**config.mk**
```make
export PLATFORM = sky130hd
export DESIGN_NAME = otter_if_stage_flat
export DESIGN_NICKNAME = d
export VERILOG_FILES = /design/src/rtl/otter_if_stage_if.sv /design/src/rtl/otter_if_stage.sv /design/src/flat_wrapper.sv
export SDC_FILE = /design/constraint.sdc
export NUM_CORES = 1
export LEC_CHECK = 0
export CORE_MARGIN = 3
export CORE_UTILIZATION = 45
export CTS_CLUSTER_SIZE = 25
export DETAILED_ROUTE_END_ITERATION = 10
export GPL_ROUTABILITY_DRIVEN = 0
export GPL_TIMING_DRIVEN = 1
export PLACE_DENSITY = 0.76
export SETUP_SLACK_MARGIN = 0.4
export SLEW_MARGIN = 20
export SYNTH_ARGS = -nofsm -noshare
export SYNTH_HDL_FRONTEND = slang
export SYNTH_SLANG_ARGS = --single-unit
```
**constraint.sdc**
```tcl
create_clock -name CLK -period 6.6 [get_ports CLK]
set_input_delay 1.32 -clock CLK [delete_from_list [all_inputs] [get_ports CLK]]
set_output_delay 1.32 -clock CLK [all_outputs]
set_load 0.01 [all_outputs]
```
**src/rtl/otter_if_stage_if.sv**
```systemverilog
// Signal bundle between the OTTER fetch stage, its instruction memory port,
// the hazard unit / EX redirect source and the decode stage.
interface otter_if_stage_if;
   // STALL freezes IF and IF/DE; REDIRECT (with REDIRECT_PC) wins over STALL.
   // IMEM_DOUT is valid the cycle after IMEM_ADDR is presented with IMEM_RDEN=1.
   logic        STALL;
   logic        REDIRECT;
   logic [31:0] REDIRECT_PC;
   logic [31:0] IMEM_ADDR;
   logic        IMEM_RDEN;
   logic [31:0] IMEM_DOUT;
   logic [31:0] IF_DE_PC;
   logic [31:0] IF_DE_PC_INC;
   logic [31:0] IF_DE_IR;
   logic        IF_DE_VALID;

   modport master (
      input  STALL, REDIRECT, REDIRECT_PC, IMEM_DOUT,
      output IMEM_ADDR, IMEM_RDEN, IF_DE_PC, IF_DE_PC_INC, IF_DE_IR, IF_DE_VALID
   );

   modport slave (
      output STALL, REDIRECT, REDIRECT_PC, IMEM_DOUT,
      input  IMEM_ADDR, IMEM_RDEN, IF_DE_PC, IF_DE_PC_INC, IF_DE_IR, IF_DE_VALID
   );
endinterface

```
**src/rtl/otter_if_stage.sv**
```systemverilog
// Two-stage instruction fetch (F1 address, F2 data) feeding the IF/DE register,
// with a one-word skid buffer so a stall never loses the word already in flight.
module otter_if_stage #(
   parameter logic [31:0] RESET_VEC = 32'h0000_0000
) (
   input logic               CLK,
   input logic               RESET,
   otter_if_stage_if.master  bus
);
   localparam logic [31:0] NOP = 32'h0000_0013;

   logic [31:0] pc;
   logic [31:0] f2_pc;
   logic        f2_valid;
   logic [31:0] hold_ir;
   logic        hold_valid;
   logic [31:0] de_pc;
   logic [31:0] de_pc_inc;
   logic [31:0] de_ir;
   logic        de_valid;
   logic [31:0] next_ir;

   // Memory is only read while the stage advances; a redirect always fetches.
   assign bus.IMEM_ADDR = pc;
   assign bus.IMEM_RDEN = !bus.STALL || bus.REDIRECT;

   // A word captured during a stall takes priority over the (stale) memory output.
   always_comb begin
      next_ir = NOP;
      if (f2_valid) begin
         next_ir = hold_valid ? hold_ir : bus.IMEM_DOUT;
      end
   end

   always_ff @(posedge CLK or posedge RESET) begin
      if (RESET) begin
         pc         <= RESET_VEC;
         f2_pc      <= 32'h0000_0000;
         f2_valid   <= 1'b0;
         hold_ir    <= 32'h0000_0000;
         hold_valid <= 1'b0;
         de_pc      <= 32'h0000_0000;
         de_pc_inc  <= 32'h0000_0004;
         de_ir      <= NOP;
         de_valid   <= 1'b0;
      end else if (bus.REDIRECT) begin
         pc         <= {bus.REDIRECT_PC[31:2], 2'b00};
         f2_valid   <= 1'b0;
         hold_valid <= 1'b0;
         de_valid   <= 1'b0;
         de_ir      <= NOP;
      end else if (bus.STALL) begin
         if (f2_valid && !hold_valid) begin
            hold_ir    <= bus.IMEM_DOUT;
            hold_valid <= 1'b1;
         end
      end else begin
         de_ir      <= next_ir;
         de_pc      <= f2_pc;
         de_pc_inc  <= f2_pc + 32'd4;
         de_valid   <= f2_valid;
         f2_pc      <= pc;
         f2_valid   <= 1'b1;
         pc         <= pc + 32'd4;
         hold_valid <= 1'b0;
      end
   end

   assign bus.IF_DE_PC     = de_pc;
   assign bus.IF_DE_PC_INC = de_pc_inc;
   assign bus.IF_DE_IR     = de_ir;
   assign bus.IF_DE_VALID  = de_valid;
endmodule

```
**src/flat_wrapper.sv**
```systemverilog
// flat-port wrapper written by rule: the top's interface ports become plain ports
module otter_if_stage_flat 
#(
   parameter logic [31:0] RESET_VEC = 32'h0000_0000
)
  (CLK, RESET, bus_STALL, bus_REDIRECT, bus_REDIRECT_PC, bus_IMEM_DOUT, bus_IMEM_ADDR, bus_IMEM_RDEN, bus_IF_DE_PC, bus_IF_DE_PC_INC, bus_IF_DE_IR, bus_IF_DE_VALID);
  otter_if_stage_if bus_i ();
  input logic CLK;
  input logic RESET;
  input wire logic [$bits(bus_i.STALL)-1:0] bus_STALL;
  input wire logic [$bits(bus_i.REDIRECT)-1:0] bus_REDIRECT;
  input wire logic [$bits(bus_i.REDIRECT_PC)-1:0] bus_REDIRECT_PC;
  input wire logic [$bits(bus_i.IMEM_DOUT)-1:0] bus_IMEM_DOUT;
  output wire logic [$bits(bus_i.IMEM_ADDR)-1:0] bus_IMEM_ADDR;
  output wire logic [$bits(bus_i.IMEM_RDEN)-1:0] bus_IMEM_RDEN;
  output wire logic [$bits(bus_i.IF_DE_PC)-1:0] bus_IF_DE_PC;
  output wire logic [$bits(bus_i.IF_DE_PC_INC)-1:0] bus_IF_DE_PC_INC;
  output wire logic [$bits(bus_i.IF_DE_IR)-1:0] bus_IF_DE_IR;
  output wire logic [$bits(bus_i.IF_DE_VALID)-1:0] bus_IF_DE_VALID;
  assign bus_i.STALL = bus_STALL;
  assign bus_i.REDIRECT = bus_REDIRECT;
  assign bus_i.REDIRECT_PC = bus_REDIRECT_PC;
  assign bus_i.IMEM_DOUT = bus_IMEM_DOUT;
  assign bus_IMEM_ADDR = bus_i.IMEM_ADDR;
  assign bus_IMEM_RDEN = bus_i.IMEM_RDEN;
  assign bus_IF_DE_PC = bus_i.IF_DE_PC;
  assign bus_IF_DE_PC_INC = bus_i.IF_DE_PC_INC;
  assign bus_IF_DE_IR = bus_i.IF_DE_IR;
  assign bus_IF_DE_VALID = bus_i.IF_DE_VALID;
  otter_if_stage #(.RESET_VEC(RESET_VEC)) u_core (.CLK(CLK), .RESET(RESET), .bus(bus_i));
endmodule
```
Word-level counts from Yosys, hierarchy flattened:

Index checks and enable logic that the tools add are counted.

* register bits: 195
* word-level logic and storage cells: 34
* input bits: 68
* output and inout port bits: 130

* equality and inequality tests: 2
* multiplexer cells: 13
* bitwise operators: 2
* reductions and logical operators: 6
* add/subtract/negate cells: 2

Operators with widths (count)
* 32-bit two-way mux: 6
* 32-bit by 3-bit adder with 32-bit output, second input constant: 2
* 1-bit two-way mux: 7
* 3-bit by 1-bit inequality test with 1-bit output, second input constant: 1
* 3-bit AND reduction: 1
* 1-bit zero test: 2
* 2-bit by 1-bit inequality test with 1-bit output, second input constant: 1
* 1-bit NOT: 2
* 2-bit AND reduction: 1
* 1-bit logical AND: 1
* 1-bit logical OR: 1

Longest topological paths before layout:

Gate-level depths: netlist of run 1.

* word-level depth: 5
* mapped depth: 7
* gate-level depth less buffers: 6

Worst setup path before layout of run 1:

No wires, ideal clock.

* kind: input -> output
* from: input port bus_REDIRECT
* to: output port bus_IMEM_RDEN
* data arrival time: 1.841 ns
* path buffers: 1
* stages: 3
* required time: 5.280 ns
* slack: 3.439 ns
* path through: buf_2 > and2b_1 > inv_1

* word-level cells in the longest chain between the ends: 1

RTL lines
* start: declaration: RTL line flat_wrapper.sv:11 `input wire logic [$bits(bus_i.REDIRECT)-1:0] bus_REDIRECT;`
* 1-bit logical OR: RTL line otter_if_stage.sv:25 `assign bus.IMEM_RDEN = !bus.STALL || bus.REDIRECT;`
* end: declaration: RTL line flat_wrapper.sv:15 `output wire logic [$bits(bus_i.IMEM_RDEN)-1:0] bus_IMEM_RDEN;`

No other way between the ends.

Worst setup path in the final report of run 1:

* from: input port bus_STALL
* to: output port bus_IMEM_RDEN

* word-level cells in the longest chain between the ends: 2

RTL lines
* start: declaration: RTL line flat_wrapper.sv:10 `input wire logic [$bits(bus_i.STALL)-1:0] bus_STALL;`
* 1-bit zero test: RTL line otter_if_stage.sv:25
* 1-bit logical OR: RTL line otter_if_stage.sv:25

No other way between the ends.

==> results of run 1 <==
-- state kept, by name (all words and copies together), names as in the netlist, 30 cells and up --
name and flops:
u_core.bus.IMEM_ADDR 30, u_core.hold_ir 32, u_core.f2_pc 30, u_core.bus.IF_DE_PC_INC 30, u_core.bus.IF_DE_IR 32, u_core.bus.IF_DE_PC 30
-- critical path: cells and delay by family --
kind / cells / cell delay [ns]
AND/OR/NAND/NOR: 1 / 0.20
buffers and inverters: 4 / 1.86
-- final cells by class --
type / count / area [sq um] / share of cell area, %
multi-input cells: 589 / 3430 / 31.2
flip-flops and latches: 187 / 4690 / 42.6
inverters: 6 / 26.3 / 0.239
diodes: 1 / 2.50 / 0.0228
repair buffers: 195 / 1940 / 17.7
clock buffers: 18 / 439 / 3.99
well taps: 229 / 287 / 2.61
clock inverters: 14 / 184 / 1.67
-- layer usage --
layer  global-route usage [%]  up-vias  share of wire, %
li1                         -     3074                 -
met1                     29.5     3045                46
met5                        0        -                 0
met4                     6.57        0               2.3
met3                     4.07       26               4.3
met2                     31.8      166                47
-- synth_stat cells (2+ instances only) --
cell	n
sky130_fd_sc_hd__nand2_1	278
sky130_fd_sc_hd__dfrtp_1	183
sky130_fd_sc_hd__o21ai_0	65
sky130_fd_sc_hd__xor2_1	40
sky130_fd_sc_hd__mux2_2	35
sky130_fd_sc_hd__clkbuf_1	32
sky130_fd_sc_hd__mux2i_1	30
sky130_fd_sc_hd__o21ai_1	26
sky130_fd_sc_hd__nand3_1	18
sky130_fd_sc_hd__nand4_1	18
sky130_fd_sc_hd__xnor2_1	17
sky130_fd_sc_hd__nor2_1	12
sky130_fd_sc_hd__buf_4	9
sky130_fd_sc_hd__inv_1	6
sky130_fd_sc_hd__and3_1	5
sky130_fd_sc_hd__and4_1	5
sky130_fd_sc_hd__buf_2	4
sky130_fd_sc_hd__dfstp_2	4
sky130_fd_sc_hd__nor4_4	4
sky130_fd_sc_hd__and2_1	3
sky130_fd_sc_hd__nor3_1	3
sky130_fd_sc_hd__o22a_1	3
sky130_fd_sc_hd__ha_1	2
sky130_fd_sc_hd__nand4_2	2
sky130_fd_sc_hd__nand4_4	2
sky130_fd_sc_hd__nor4_1	2
-- power breakdown --
| part | switching (mW) | internal [mW] |
|---|---|---|
| clock network | 0.458 | 0.615 |
| registers | 0.155 | 1.31 |
| logic | 0.234 | 0.301 |
| total | 0.847 | 2.23 |
-- cells by family (layout without fill, tap and decap cells) --
| family | after synthesis | count (layout) | synth area share, % |
|---|---|---|---|
| mux | 66 | 66 | 8.48 |
| simple gates | 363 | 363 | 20.0 |
| flops | 187 | 187 | 56.3 |
| compound gates | 95 | 95 | 5.85 |
| xor+xnor | 57 | 57 | 6.00 |
| buf+inv | 53 | 233 | 2.98 |
| fa+ha+maj | 2 | 2 | 0.301 |
| other cells | 1 | 7 | 0.0451 |
-- worst paths after layout --
check	from	endpoint	slack, ns
setup / recovery	bus_STALL	bus_IMEM_RDEN	1.88
hold / removal	u_core.bus.IF_DE_PC[12]	u_core.bus.IF_DE_PC[12]	0.47
setup reg to reg	u_core.hold_valid	u_core.hold_ir[11]	4.56
hold reg to reg	u_core.bus.IF_DE_PC[12]	u_core.bus.IF_DE_PC[12]	0.47
max in group asynchronous	RESET	u_core.hold_valid	3.88
min in group asynchronous	RESET	u_core.bus.IF_DE_PC_INC[9]	1.43
-- per-stage QoR --
stage / setup slack [ns] / utilization [%] / cells
floorplan: 2.88 / - / 829
global placement: 1.88 / 57.3 / 1206
detailed placement: 1.85 / 57.3 / 1206
CTS: 1.85 / 60.8 / 1238
global route: 1.74 / 60.8 / 1239
finish: 1.88 / 60.8 / 1239
==> impl_summary.log, run 1 <==
INFO  metric vdd_drop_max = about 0.19 mV
INFO  metric post_cts_resize_count = 0
INFO  metric gr-total-overflow = 0
INFO  metric static-leakage-power = 4.76 nW
INFO  metric most_frequent_standard_cell_in_the_layout_excluding_fill_and_tap_cells = sky130_fd_sc_hd__nand2_1
INFO  metric power-per-cell-area = about 280 mW/mm^2
INFO  metric postCtsSetupRepairBufs = 0
INFO  metric floorplan.rows = about 50
INFO  metric layout.cells.most_common_list = sky130_fd_sc_hd__nand2_1, sky130_fd_sc_hd__clkdlybuf4s50_1, sky130_fd_sc_hd__dfrtp_1
INFO  metric layout-area-overhead-vs-synth = 32.1%
INFO  metric fillerInstances = 1510
INFO  metric achievable-frequency = about 0.21 GHz
INFO  metric clockRootBuffer = sky130_fd_sc_hd__clkbuf_16
INFO  metric timing.clock.skew = around 0.0082 ns
INFO  metric r2r_cells = 3
INFO  metric yosysWarningCount = 0
INFO  metric hold_violations = 0
INFO  metric die_y = between 100 and 150 microns
INFO  metric via_total_after_detailed_routing = ~6.3k
INFO  metric via_count_of_the_first_global_routing_pass = between 6k and 7k
INFO  metric floorplan.initialDensity = a little under half
INFO  metric worst_hold_slack = 0.474 ns
INFO  metric grt_setup_unrepaired = no
INFO  metric ys_top_cells_by_area = sky130_fd_sc_hd__dfrtp_1, sky130_fd_sc_hd__nand2_1, sky130_fd_sc_hd__mux2_2, sky130_fd_sc_hd__xor2_1, sky130_fd_sc_hd__o21ai_0
INFO  metric clock_sinks = between 150 and 200
INFO  metric antenna_found_initial = 1
INFO  metric detailed_place.area = between 0.01 and 0.015 sq mm
INFO  metric synth_top_area_cell = sky130_fd_sc_hd__dfrtp_1
INFO  metric holdPathStages = 2
INFO  metric worst_ep_arrival_time = roughly 3.4 ns
INFO  metric cts_tree = yes
INFO  metric ctsLongestPathBuffers = 2
INFO  metric die_w = 142 microns
INFO  metric detail_route.first_pass.iterations = 5
INFO  metric depth_of_the_cts_h_tree = 4
INFO  metric timing_worst_slew_pin_value = 1.07 ns
INFO  metric nNetsFinal = about 1.1k
INFO  metric worstSkewPairLatency = ~0.43 ns
INFO  metric ys_seq_elements = 187
INFO  metric endpoint_kind = output port
INFO  metric crit_path_max_incr_delay = 0.76 ns
INFO  metric placement.io_buffers = about 190
INFO  metric post_detailed_route_via_to_cell_ratio = 5.09
INFO  metric detailedRoute.firstIterationViolations = slightly below 400
INFO  metric critPathKind = in2out
INFO  metric period_share = 71.5%
INFO  metric crit_chain = clkdlybuf4s50_1, and2b_1, buf_4, inv_1, clkdlybuf4s50_1
INFO  metric setup_viol = 0
INFO  metric synthArstFlopShare = between 90% and 100%
INFO  metric grt_first_pass_wirelength = roughly 33 mm
INFO  metric drtAntennaViolNets = 0
INFO  metric timing.final.max_slew_violations = 0
INFO  metric drt-wirelength-per-cell = approximately 16 microns
INFO  metric layout-drive-gt1-share = under 10%
INFO  metric holdCritPathClass = reg2reg
INFO  metric total_of_hold_buffers_inserted_after_clock_tree_synthesis = 0
INFO  metric run_status = finished clean
INFO  metric worst_path_max_delay_cell = sky130_fd_sc_hd__clkdlybuf4s50_1
INFO  metric worst_path_most_repeated_cell = sky130_fd_sc_hd__clkdlybuf4s50_1
INFO  metric core-area = 0.0181 sq mm
INFO  metric synthesis.area_per_instance = 10.1 sq um
INFO  metric remaining_drc_errors = 0
INFO  metric critical_path_required = around 5.3 ns
INFO  metric synth_largest_type_area_fraction = 55.0%
INFO  metric startpoint_type = primary input
INFO  metric tns = 0 ns
INFO  metric synth_sequential_area_ratio = approximately 56%
INFO  metric floorplan.io_pins = around 200
INFO  metric clk_transition_reported_paths = approximately 0.07 ns
INFO  metric routed_wirelength = 20.0 mm
INFO  metric total_cts_buffers = 17
INFO  metric finalInstanceArea = ~0.011 sq mm
INFO  metric grt_max_degree = about 150
INFO  metric netlist_instances = about 800
INFO  metric postSynth.topFlopCell = sky130_fd_sc_hd__dfrtp_1
INFO  metric dp.final_hpwl = ~14 mm
INFO  metric grt_usage = a little over 20%
INFO  metric worstPathMaxFanout = 31
INFO  metric max_cap_violations = 0
INFO  metric power = just over 3 mW
INFO  metric floorplan.die_area = about 0.02 sq mm
INFO  metric netlist_area = around 0.0083 sq mm
INFO  metric yosysUniqueCellTypes = between 40 and 50
INFO  metric final.min_clock_period = ~4.7 ns
INFO  metric synth_enable_flop_cells = 0
INFO  metric max-slew-margin-rel = between 20 and 30%
(Power assumes the default switching activity.)
==> inputs of run 2 (changes only) <==
CORE_UTILIZATION = 50   (was 45)
PLACE_DENSITY = 0.8   (was 0.76)
clock period = 4.6 ns   (was 6.6 ns; I/O delays follow)
==> run 2 against run 1 <==
Net effect:
- combinational power grew 45%
- die area shrank 9.6%
- first-iteration DRC count shrank 8.4%
- register-to-register slack lost 2.0 ns
- sequential share of layout area grew 0.068 points
==> impl_summary.log, run 2 (synthesis results as in run 1) <==
INFO  metric period_share = between 70% and 80%
INFO  metric placement_stage_worst_setup_slack = 0.978 ns (-0.873 ns)
INFO  metric vdd_drop_max = 0.313 mV (+67%)
INFO  metric via_count_of_the_first_global_routing_pass = 6215 (+2.0%)
INFO  metric drt-wirelength-per-cell = 16.3 microns (+0.97%)
INFO  metric grt_use_met2 = 36.1% (+4.4 points)
INFO  metric grt_first_pass_wirelength = 32.6 mm (-0.69%)
INFO  metric finalInstanceArea = 0.0110 sq mm (-0.16%)
INFO  metric static-leakage-power = 4.77 nW (+0.22%)
INFO  metric max_cap_violations = 0 (unchanged)
INFO  metric grt_use_met1 = 31.9% (+2.3 points)
INFO  metric hp-start = u_core.bus.IF_DE_VALID
INFO  metric antenna_diodes = 0 (-1)
INFO  metric clockRootBuffer = sky130_fd_sc_hd__clkbuf_16
INFO  metric gr-total-overflow = 0 (unchanged)
INFO  metric detailed_place.area = 0.0104 sq mm (+0.16%)
INFO  metric routed_wirelength = 20.0 mm (about the same)
INFO  metric power-per-cell-area = 397 mW/mm^2 (+42%)
INFO  metric max-slew-margin-rel = 30.3% (+1.9 points)
INFO  metric worst_ep_arrival_time = 2.70 ns (-0.70 ns)
INFO  metric worst_hold_slack = 0.477 ns (+0.00312 ns)
INFO  metric postCtsSetupRepairBufs = 0 (unchanged)
INFO  metric via_total_after_detailed_routing = 6354 (+0.68%)
INFO  metric global_route_layer_with_the_greatest_usage = met2
INFO  metric drtAntennaViolNets = 0 (unchanged)
INFO  metric die_w = 135 microns (-4.9%)
INFO  metric worstPathMaxFanout = 10 (-68%)
INFO  metric placed_cells = 1194 (-1.0%)
INFO  metric post_detailed_route_via_to_cell_ratio = 5.18 (+1.7%)
INFO  metric clock_sinks = 187 (unchanged)
INFO  metric nNetsFinal = 1067 (+0.094%)
INFO  metric grt_setup_unrepaired = no
INFO  metric depth_of_the_cts_h_tree = 4 (unchanged)
INFO  metric setup.worst_path.start = bus_STALL
INFO  metric detail_route.first_pass.iterations = 7 (+2)
INFO  metric groute.layer.met3.usage = 4.25% (+0.18 points)
INFO  metric critical_path_required = 3.68 ns (-1.60 ns)
INFO  metric antenna_found_initial = 0 (-1)
INFO  metric setup_viol = 0 (unchanged)
INFO  metric final.min_clock_period = between 3 and 4 ns
INFO  metric floorplan.initialDensity = 51.8% (+5.8 points)
INFO  metric achievable-frequency = about 0.28 GHz
INFO  metric most_frequent_standard_cell_in_the_layout_excluding_fill_and_tap_cells = sky130_fd_sc_hd__nand2_1
INFO  metric total_of_hold_buffers_inserted_after_clock_tree_synthesis = 0 (unchanged)
INFO  metric detailedRoute.firstIterationViolations = 358 (-8.4%)
INFO  metric startpoint_type = primary input
INFO  metric layout-drive-gt1-share = 9.41% (-0.11 points)
INFO  metric ctsLongestPathBuffers = 2 (unchanged)
INFO  metric regToRegStartpoint = u_core.hold_valid
INFO  metric worstSkewPairLatency = 0.43 ns (about the same)
INFO  metric cts_tree = yes
INFO  metric die_y = 135 microns (-4.9%)
INFO  metric tns = 0 ns (unchanged)
INFO  metric timing.clock.skew = 0.0110 ns (+0.00277 ns)
INFO  metric power = 4.36 mW (+42%)
INFO  metric critPathKind = in2out
INFO  metric grt_usage = 22.7% (+2.1 points)
INFO  metric timing.final.max_slew_violations = 0 (unchanged)
INFO  metric total_cts_buffers = 17 (unchanged)
INFO  metric run_status = finished clean
INFO  metric core-area = 0.0161 sq mm (-11%)
INFO  metric endpoint_kind = output port
INFO  metric final_util = 68.4% (+7.6 points)
INFO  metric instances_no_fill = 1226 (-1.0%)
INFO  metric remaining_drc_errors = 0 (unchanged)
INFO  metric dp.final_hpwl = 13.8 mm (+0.29%)
INFO  metric layout-area-overhead-vs-synth = 31.9%
INFO  metric holdCritPathClass = reg2reg
INFO  metric layout.cells.most_common_list = sky130_fd_sc_hd__nand2_1, sky130_fd_sc_hd__clkdlybuf4s50_1, sky130_fd_sc_hd__dfrtp_1
INFO  metric setup_ws = 0.978 ns (-0.902 ns)
INFO  metric floorplan.rows = 46 (-6.1%)
INFO  metric clk_transition_reported_paths = 0.07 ns (about the same)
INFO  metric hold_violations = 0 (unchanged)
INFO  metric grt_max_degree = 109 (-26%)
INFO  metric placement.io_buffers = 189 (unchanged)
INFO  metric post_cts_resize_count = 0 (unchanged)
INFO  metric floorplan.die_area = 0.0182 sq mm (-9.6%)
INFO  metric floorplan.io_pins = 198 (unchanged)
INFO  metric timing_worst_slew_pin_value = 1.04 ns (-0.0317 ns)
==> run 2: layout make-up <==
cell class	instances	area [sq um]
fill	1226	5080
sequential	187	4690
multi-input combinational	589	3420
timing repair buffer	196	1980
clock buffer	19	443
tap	216	270
clock inverter	13	151
inverter	6	26.3
==> run 2: metal layers <==
metal,part of all wire (%),vias to the layer above
met5,0,-
met4,1.7,0
met3,4.8,21
met2,49,182
met1,44,3081
li1,-,3070
==> run 2: report_power, final <==
part | leakage [nW] | switching [mW] | internal [mW] | total (mW)
Combinational | 2.12 | 0.342 | 0.435 | 0.777
Clock | 0.288 | 0.616 | 0.864 | 1.48
Sequential | 2.36 | 0.223 | 1.88 | 2.10
==> run 2: critical path, stage by stage <==
cell,delay (ns)
sky130_fd_sc_hd__clkdlybuf4s50_1,0.66
sky130_fd_sc_hd__and2b_1,0.31
sky130_fd_sc_hd__inv_1,0.20
sky130_fd_sc_hd__clkdlybuf4s50_1,0.61
==> run 2: final timing paths <==
kind	to	slack, ns	cells past startpoint
max	bus_IMEM_RDEN	0.98	4
min	u_core.bus.IF_DE_VALID	0.48	2
max reg2reg	u_core.hold_ir[17]	2.58	3
min reg2reg	u_core.bus.IF_DE_VALID	0.48	2
max in group asynchronous	u_core.f2_pc[10]	3.09	3
min in group asynchronous	u_core.bus.IF_DE_IR[15]	1.00	3
